==> src/rtl/chunked_subtractor_pkg.sv <==
// Shared types and elaboration helpers for the chunked subtractor.
package chunked_subtractor_pkg;

    // Control states of the chunk sequencer.
    typedef enum logic [1:0] {
        IDLE = 2'd0,
        RUN  = 2'd1,
        DONE = 2'd2
    } state_e;

    // True when the operand width splits into whole chunks.
    function automatic bit chunk_legal(input int unsigned width, input int unsigned chunk);
        return (width >= 1) && (chunk >= 1) && ((width % chunk) == 0);
    endfunction

    // Index width for a counter over n positions, never narrower than one bit.
    function automatic int unsigned clog2_min1(input int unsigned n);
        return (n <= 2) ? 1 : $clog2(n);
    endfunction

endpackage

==> src/rtl/chunked_subtractor_if.sv <==
// Operand/result handshake bundle for the chunked subtractor.
interface chunked_subtractor_if #(
    parameter int unsigned WIDTH = 32
);
    logic             in_valid;
    logic             in_ready;
    logic [WIDTH-1:0] a;
    logic [WIDTH-1:0] b;
    logic             bin;
    logic             out_valid;
    logic             out_ready;
    logic [WIDTH-1:0] diff;
    logic             bout;
    logic             ovf;
    logic             zero;

    // Producer of operands and consumer of results.
    modport master (
        output in_valid, a, b, bin, out_ready,
        input  in_ready, out_valid, diff, bout, ovf, zero
    );

    // The subtractor itself.
    modport slave (
        input  in_valid, a, b, bin, out_ready,
        output in_ready, out_valid, diff, bout, ovf, zero
    );
endinterface

==> src/rtl/chunked_subtractor_sub_chunk.sv <==
// Combinational CHUNK-bit ripple subtractor built from full-subtractor cells.
module sub_chunk #(
    parameter int unsigned CHUNK = 8
) (
    input  logic [CHUNK-1:0] a_i,
    input  logic [CHUNK-1:0] b_i,
    input  logic             bin_i,
    output logic [CHUNK-1:0] d_o,
    output logic             bout_o,
    output logic             msb_bin_o
);

    // br[i] is the borrow into bit i; br[CHUNK] leaves the chunk.
    logic [CHUNK:0] br;

    assign br[0] = bin_i;

    for (genvar i = 0; i < CHUNK; i++) begin : g_cell
        assign d_o[i]  = a_i[i] ^ b_i[i] ^ br[i];
        assign br[i+1] = (~a_i[i] & b_i[i]) | (~(a_i[i] ^ b_i[i]) & br[i]);
    end

    assign bout_o    = br[CHUNK];
    // Borrow into the top bit feeds the signed-overflow rule.
    assign msb_bin_o = br[CHUNK-1];

endmodule

==> src/rtl/chunked_subtractor.sv <==
// Multi-cycle a - b - bin, CHUNK bits per clock from the LSB chunk upward,
// with valid/ready handshakes and borrow/overflow/zero flags.
module chunked_subtractor
    import chunked_subtractor_pkg::*;
#(
    parameter int unsigned WIDTH = 32,
    parameter int unsigned CHUNK = 8
) (
    input  logic                 clk,
    input  logic                 rst,
    chunked_subtractor_if.slave  bus
);

    localparam int unsigned NCHUNK = WIDTH / CHUNK;
    localparam int unsigned IDXW   = clog2_min1(NCHUNK);

    // Reject a chunk size that does not tile the operand.
    if (!chunk_legal(WIDTH, CHUNK)) begin : g_bad_chunk
        $error("chunked_subtractor: CHUNK must divide WIDTH exactly");
    end

    state_e            state_q, state_d;
    logic [IDXW-1:0]   idx_q, idx_d;
    logic              borrow_q, borrow_d;
    logic [WIDTH-1:0]  a_q, a_d;
    logic [WIDTH-1:0]  b_q, b_d;
    logic [WIDTH-1:0]  diff_q, diff_d;
    logic              bout_q, bout_d;
    logic              ovf_q, ovf_d;
    logic              zero_q, zero_d;
    logic              out_valid_q, out_valid_d;

    logic [CHUNK-1:0]  a_ch;
    logic [CHUNK-1:0]  b_ch;
    logic [CHUNK-1:0]  d_ch;
    logic              ch_bout;
    logic              ch_msb_bin;

    // Select the operand slices addressed by the current chunk index.
    always_comb begin : p_chunk_mux
        a_ch = '0;
        b_ch = '0;
        for (int k = 0; k < NCHUNK; k++) begin
            if (idx_q == IDXW'(k)) begin
                a_ch = a_q[k*CHUNK +: CHUNK];
                b_ch = b_q[k*CHUNK +: CHUNK];
            end
        end
    end

    // One chunk subtractor shared across all chunk positions.
    sub_chunk #(
        .CHUNK (CHUNK)
    ) u_sub_chunk (
        .a_i       (a_ch),
        .b_i       (b_ch),
        .bin_i     (borrow_q),
        .d_o       (d_ch),
        .bout_o    (ch_bout),
        .msb_bin_o (ch_msb_bin)
    );

    // Next-state and datapath updates for the IDLE/RUN/DONE sequencer.
    always_comb begin : p_next
        state_d     = state_q;
        idx_d       = idx_q;
        borrow_d    = borrow_q;
        a_d         = a_q;
        b_d         = b_q;
        diff_d      = diff_q;
        bout_d      = bout_q;
        ovf_d       = ovf_q;
        zero_d      = zero_q;
        out_valid_d = out_valid_q;

        case (state_q)
            IDLE: begin
                if (bus.in_valid) begin
                    a_d      = bus.a;
                    b_d      = bus.b;
                    borrow_d = bus.bin;
                    idx_d    = '0;
                    state_d  = RUN;
                end
            end

            RUN: begin
                for (int k = 0; k < NCHUNK; k++) begin
                    if (idx_q == IDXW'(k)) begin
                        diff_d[k*CHUNK +: CHUNK] = d_ch;
                    end
                end
                borrow_d = ch_bout;
                if (idx_q == IDXW'(NCHUNK - 1)) begin
                    bout_d      = ch_bout;
                    ovf_d       = ch_msb_bin ^ ch_bout;
                    zero_d      = (diff_d == '0);
                    out_valid_d = 1'b1;
                    state_d     = DONE;
                end else begin
                    idx_d = idx_q + IDXW'(1);
                end
            end

            DONE: begin
                if (bus.out_ready) begin
                    out_valid_d = 1'b0;
                    state_d     = IDLE;
                end
            end

            default: begin
                out_valid_d = 1'b0;
                state_d     = IDLE;
            end
        endcase
    end

    // State and datapath registers; reset aborts any operation in flight.
    always_ff @(posedge clk or posedge rst) begin : p_regs
        if (rst) begin
            state_q     <= IDLE;
            idx_q       <= '0;
            borrow_q    <= 1'b0;
            a_q         <= '0;
            b_q         <= '0;
            diff_q      <= '0;
            bout_q      <= 1'b0;
            ovf_q       <= 1'b0;
            zero_q      <= 1'b0;
            out_valid_q <= 1'b0;
        end else begin
            state_q     <= state_d;
            idx_q       <= idx_d;
            borrow_q    <= borrow_d;
            a_q         <= a_d;
            b_q         <= b_d;
            diff_q      <= diff_d;
            bout_q      <= bout_d;
            ovf_q       <= ovf_d;
            zero_q      <= zero_d;
            out_valid_q <= out_valid_d;
        end
    end

    // in_ready is forced low while reset is held.
    assign bus.in_ready  = ~rst & (state_q == IDLE);
    assign bus.out_valid = out_valid_q;
    assign bus.diff      = diff_q;
    assign bus.bout      = bout_q;
    assign bus.ovf       = ovf_q;
    assign bus.zero      = zero_q;

endmodule

==> src/flat_wrapper.sv <==
// flat-port wrapper written by rule: the top's interface ports become plain ports
module chunked_subtractor_flat import chunked_subtractor_pkg::*;
#(
    parameter int unsigned WIDTH = 32,
    parameter int unsigned CHUNK = 8
)
  (clk, rst, bus_in_valid, bus_a, bus_b, bus_bin, bus_out_ready, bus_in_ready, bus_out_valid, bus_diff, bus_bout, bus_ovf, bus_zero);
  chunked_subtractor_if #(.WIDTH(WIDTH)) bus_i ();
  input  logic clk;
  input  logic rst;
  input wire logic [$bits(bus_i.in_valid)-1:0] bus_in_valid;
  input wire logic [$bits(bus_i.a)-1:0] bus_a;
  input wire logic [$bits(bus_i.b)-1:0] bus_b;
  input wire logic [$bits(bus_i.bin)-1:0] bus_bin;
  input wire logic [$bits(bus_i.out_ready)-1:0] bus_out_ready;
  output wire logic [$bits(bus_i.in_ready)-1:0] bus_in_ready;
  output wire logic [$bits(bus_i.out_valid)-1:0] bus_out_valid;
  output wire logic [$bits(bus_i.diff)-1:0] bus_diff;
  output wire logic [$bits(bus_i.bout)-1:0] bus_bout;
  output wire logic [$bits(bus_i.ovf)-1:0] bus_ovf;
  output wire logic [$bits(bus_i.zero)-1:0] bus_zero;
  assign bus_i.in_valid = bus_in_valid;
  assign bus_i.a = bus_a;
  assign bus_i.b = bus_b;
  assign bus_i.bin = bus_bin;
  assign bus_i.out_ready = bus_out_ready;
  assign bus_in_ready = bus_i.in_ready;
  assign bus_out_valid = bus_i.out_valid;
  assign bus_diff = bus_i.diff;
  assign bus_bout = bus_i.bout;
  assign bus_ovf = bus_i.ovf;
  assign bus_zero = bus_i.zero;
  chunked_subtractor #(.WIDTH(WIDTH), .CHUNK(CHUNK)) u_core (.clk(clk), .rst(rst), .bus(bus_i));
endmodule
==> config.mk <==
export PLATFORM = sky130hd
export DESIGN_NAME = chunked_subtractor_flat
export DESIGN_NICKNAME = d
export VERILOG_FILES = /design/src/rtl/chunked_subtractor_pkg.sv /design/src/rtl/chunked_subtractor_if.sv /design/src/rtl/chunked_subtractor_sub_chunk.sv /design/src/rtl/chunked_subtractor.sv /design/src/flat_wrapper.sv
export SDC_FILE = /design/constraint.sdc
export NUM_CORES = 1
export LEC_CHECK = 0
export CORE_ASPECT_RATIO = 1.4
export CORE_MARGIN = 10
export CORE_UTILIZATION = 35
export DETAILED_ROUTE_END_ITERATION = 12
export MAX_ROUTING_LAYER = met4
export PLACE_DENSITY = 0.69
export REMOVE_ABC_BUFFERS = 1
export SLEW_MARGIN = 40
export SYNTH_ARGS = -nofsm -noshare
export SYNTH_HDL_FRONTEND = slang
export SYNTH_SLANG_ARGS = --single-unit
==> constraint.sdc <==
create_clock -name clk -period 7.86 [get_ports clk]
set_input_delay 1.572 -clock clk [delete_from_list [all_inputs] [get_ports clk]]
set_output_delay 1.572 -clock clk [all_outputs]
set_load 0.05 [all_outputs]
* After elaboration in Yosys (flattened, before gate mapping)
Cells that the tools add are included.
Widths: inputs -> output; s select.
** Storage, ports and cells
- Register bits :: 105
- Bits in latches :: 0
- Memory bits (writable) :: 0
- ROM bits :: 0
- Input bits :: 69
- Word-level logic and storage cells :: 118
- Memories :: 0
** Operators by class
- $add $sub $neg :: 1
- Multipliers :: 0
- Div/mod/pow operators :: 0
- Order comparisons :: 0
- Equality and inequality tests :: 9
- Shift-type cells :: 0
- Mux-type cells :: 28
- Bitwise gates (word level) :: 60
- Reductions and logical operators :: 10
** Operators by type and width (number)
- $mux 8 :: 16
- $logic_not 32->1 :: 1
- $not 1->1 :: 18
- $and 1x1->1 :: 17
- $xor 1x1->1 :: 17
- $mux 2 :: 5
- $reduce_and 3->1 :: 3
- $or 1x1->1 :: 8
- $eq 2x2->1 const B :: 3
- $ne 2x2->1 const B :: 3
- $pmux 2 s3 :: 1
- $reduce_and 2->1 :: 3
- $eq 2x1->1 const B :: 2
- $logic_not 2->1 :: 2
- $pmux 2 s2 :: 1
- $mux 1 :: 3
- $pmux 1 s3 :: 1
- $add 2x1->2 const B :: 1
- $ne 2x1->1 const B :: 1
- $pmux 1 s2 :: 1
- $reduce_bool 2->1 :: 1

* Longest topological paths before layout
- Depth in word-level cells :: 25
- Gate-level depth with buffers :: 21
- Mapped depth without buffers :: 19

* By module
A second synthesis with hierarchy kept.
** Second synthesis, totals
- Cells, all modules :: 397
- Area, all modules :: 4944.7 um2
** By module, submodules not included
- chunked_subtractor :: times used 1, cells an instance 371, area each 4717.0 um2, seq. area each 2627.5 um2
- sub_chunk :: times used 1, cells an instance 26, area each 227.7 um2, seq. area each 0.0 um2

* Least setup slack after synthesis
Ideal clock, no wire load.
- Path type :: flip-flop to flip-flop
- Start :: reg u_core.idx_q[1]
- End :: reg u_core.zero_q (netlist: u_core.bus.zero)
- Data arrival time :: 5.208 ns
- Setup slack :: 2.532 ns
- Cell stages (with the launch flop) :: 21
- Period minus slack after synthesis :: 5.328 ns
- Cell sequence :: dfrtp_1 -> inv_1 -> ha_1 -> buf_2 -> buf_2 -> nand3b_1 -> a311oi_1 -> a21oi_1 -> fa_1 -> fa_1 -> fa_1 -> fa_1 -> fa_1 -> fa_1 -> fa_1 -> inv_1 -> fa_1 -> nor2b_1 -> a22oi_1 -> a211oi_1 -> a31o_1
** Between the ends
- Longest elaborated chain between the ends :: 25
- Elaborated cells between the ends (all ways) :: 73
** Ends and longest elaborated chain
- start, declared :: RTL line chunked_subtractor.sv:23 : logic [IDXW-1:0] idx_q, idx_d;
- start signal, assigned :: RTL line chunked_subtractor.sv:134 : idx_q <= idx_d;
- $logic_not 2->1 :: RTL line chunked_subtractor.sv:44, chunked_subtractor.sv:89
- $mux 8 (4 in series) :: RTL line chunked_subtractor.sv:44 : if (idx_q == IDXW'(k)) begin
- $xor 1x1->1 :: RTL line chunked_subtractor_sub_chunk.sv:19, chunked_subtractor_sub_chunk.sv:20
- $not 1->1 :: RTL line chunked_subtractor_sub_chunk.sv:20 : assign br[i+1] = (~a_i[i] & b_i[i]) | (~(a_i[i] ^ b_i[i]) & br[i]);
- $and 1x1->1 :: RTL line chunked_subtractor_sub_chunk.sv:20
- $or 1x1->1 :: RTL line chunked_subtractor_sub_chunk.sv:20
- $and 1x1->1 :: RTL line chunked_subtractor_sub_chunk.sv:20
- $or 1x1->1 :: RTL line chunked_subtractor_sub_chunk.sv:20
- (+6 left out)
- $and 1x1->1 :: RTL line chunked_subtractor_sub_chunk.sv:20
- $or 1x1->1 :: RTL line chunked_subtractor_sub_chunk.sv:20
- $and 1x1->1 :: RTL line chunked_subtractor_sub_chunk.sv:20
- $or 1x1->1 :: RTL line chunked_subtractor_sub_chunk.sv:20
- $xor 1x1->1 :: RTL line chunked_subtractor_sub_chunk.sv:19 : assign d_o[i] = a_i[i] ^ b_i[i] ^ br[i];
- $mux 8 :: RTL line chunked_subtractor.sv:89 : if (idx_q == IDXW'(k)) begin
- $mux 8 :: RTL line chunked_subtractor.sv:76 : case (state_q)
- $logic_not 32->1 :: RTL line chunked_subtractor.sv:97 : zero_d = (diff_d == '0);
- end signal, assigned :: RTL line chunked_subtractor.sv:141 : zero_q <= zero_d;
- end, declared :: RTL line chunked_subtractor.sv:30 : logic zero_q, zero_d;
Several ways; a longest one is shown, not always the timed one. The select of a mux whose other input is x is not followed.
A chain may end at the register's enable or synchronous reset.

* Final worst setup path
Same ends and word-level chain as after synthesis.

==> impl_metrics.ini <==
[run_status]
status = completed

[synthesis]
synth.most_common_cell = dfrtp_1
yosys_most_used_dff = dfrtp_1
synth_area_leader_cell = dfrtp_1
ys_seq_area_frac = 0.503
synth.avg_cell_area_um2 = 13.4
ys_warn_count = 0
yosys-top-cells-area = dfrtp_1 (50%), mux2_4 (17%), mux2_2 (7.3%)
yosys_register_bits = 105
synth_edf_count = 0
synth_common_cells = dfrtp_1 (105), mux2_4 (60), mux2_2 (34)
yosysUniqueCellTypes = 40
synth_top_area_frac = 0.503
netlist_area_um2 = 5230
synthCells = 391
synthArstFlopShare = 1.00

[worst_setup_path]
regToRegSetupSlack_ns = 1.77
path_max_fanout = 19
timing.rr.start = u_core.idx_q[1]
crit_arrival_ns = 6.33
cp_common_cell = fa_1
critPathKind = reg2reg
r2r-end = u_core.bus.zero
cpPeakStageDelay_ns = 0.52
cp-end-kind = flop
start_kind = flop
crit_chain = inv_1, ha_1, buf_4, nand3b_1, a21oi_1, a21oi_1, o21ai_0, fa_1, fa_1, fa_1, fa_1, fa_1, fa_1, fa_1, inv_1, fa_1, nor2b_1, a22oi_1, a211oi_1, a31o_1
r2r_cells = 20
cp.required_ns = 8.09
slowest_stage = ha_1
endpoint = u_core.bus.zero
crit_start = u_core.idx_q[1]

[drt]
wl_per_cell_um = 19.4
viasPerCell = 5.04
ant_nets = 0
drcViolationCount = 0
vias = 3427
first_pass_iters = 4
drtIter0Drc = 171
routed_wl_um = 13200

[placed_design]
dp_cells = 666
gp_congestion = 0.849
port_buffers = 105
place_area_um2 = 6340
dp_hpwl_um = 10200

[job]
cap_violations = 0

[floorplanning]
pin_count = 106
initial_core_util = 0.359
die-area_um2 = 20300
core_area_um2 = 14600
die_w_um = 123
die_height_um = 165
row_count = 52

[global_route]
antenna_found_initial = 0
grt_pass1_wl_um = 20600
grt_pass1_vias = 3753
grt_max_degree = 69
grt_overflow = 0
track_usage = 0.136

[worst_hold_path]
hold_class = reg2reg

[cts]
htreeDepth = 3
cts_tree = built
cts_setup_buffers = 0
cts_num_sinks = 105
cts_buffer_depth = 2
cts-root-buf = clkbuf_16
postCtsHoldBufs = 0
insertion_delay_ns = 0.35
cts_resized = 0
path_clk_slew_ns = 0.07
cts_inserted_buffers = 9

[sta]
fin_skew_ns = 0.00670
timing.setup.tns_ns = 0
period_minus_slack_ns = 6.09
finalHoldWorstSlack_ns = 0.508
slew_headroom = 0.464
fin_crit_sh = 0.775
rsz0062_at_grt = no
fmaxAchievable_mhz = 164
hold_violations = 0
slew_violations = 0
worst_pin_slew_ns = 0.803
setup_violations = 0

[finish]
fin_cells = 680
diodes = 0
fin_nets = 569
area_delta_synth_final_pct = 26.8
drive_above_1_share = 0.253
fin_area_um2 = 6630
==> stage by stage <==
| step | utilization | setup WS [ns] |
|---|---|---|
| after floorplan | - | 1.82 |
| after global placement | 0.435 | 1.90 |
| after detailed placement | 0.435 | 1.68 |
| after CTS | 0.454 | 1.66 |
| after global routing | 0.455 | 1.44 |
| final | 0.455 | 1.77 |
==> worst max-delay path: cells and delay by family, from the launching register on <==
kind                       cells  cell delay [ns]
and+or+nand+nor                2             0.32
buffers and inverters          3             0.52
AOI/OAI and AO/OA              6             0.84
DFF                            1             0.43
adders and majority gates      9             3.87
==> flip-flops by register name, summed over array words and instances, names as in the netlist <==
register              count
u_core.bus.diff          32
u_core.a_q               32
u_core.bus.out_valid      1
u_core.bus.bout           1
u_core.bus.ovf            1
u_core.bus.zero           1
u_core.b_q               32
u_core.borrow_q           1
u_core.idx_q              2
u_core.state_q            2
==> placed cells by master, fill, tap and decap left out, types with 4 or more instances in the layout <==
master,count
clkdlybuf4s50_1,105
dfrtp_1,105
mux2_4,60
mux2_2,34
nand2_1,30
a21oi_1,25
nor2_1,17
o21ai_0,13
nand3b_1,13
clkbuf_16,9
nor3_1,8
fa_1,8
a311oi_1,7
nor2b_1,4
inv_1,4
==> cell families after synthesis <==
family,Yosys count,synth area share
flops,105,0.503
mux,94,0.246
simple gates,86,0.0866
compound gates,64,0.0773
buf+inv,29,0.0462
fa+ha+maj,12,0.0402
xor+xnor,1,0.00168
==> worst min path at each step <==
| stage | startpoint | endpoint | slack [ns] | cells past startpoint |
|---|---|---|---|---|
| finish | u_core.bus.diff[26] | u_core.bus.diff[26] | 0.51 | 1 |
| global route | u_core.bus.diff[26] | u_core.bus.diff[26] | 0.52 | 1 |
| CTS | u_core.borrow_q | u_core.borrow_q | 0.50 | 2 |
| detailed placement | u_core.borrow_q | u_core.borrow_q | 0.49 | 2 |
| global placement | u_core.borrow_q | u_core.borrow_q | 0.48 | 2 |
| floorplan | u_core.borrow_q | u_core.borrow_q | 0.45 | 2 |
==> per-layer routing <==
| layer | vias up | wire, um | track usage |
|---|---|---|---|
| met5 | - | 0 | - |
| met4 | 0 | 340 | 0.0563 |
| met3 | 29 | 699 | 0.0280 |
| met2 | 103 | 7130 | 0.232 |
| met1 | 1709 | 5010 | 0.151 |
| li1 | 1586 | - | - |
==> final cells by class <==
class	count	area [um2]
inverter	6	25.0
tap	189	236
timing repair buffer	109	1090
clock inverter	4	45.0
multi-input combinational	257	2370
clock buffer	10	239
sequential	105	2630
fill	1332	7940
Power is not shown: default switching activity piles up to over one toggle a cycle in this logic, so the estimate is an artifact.
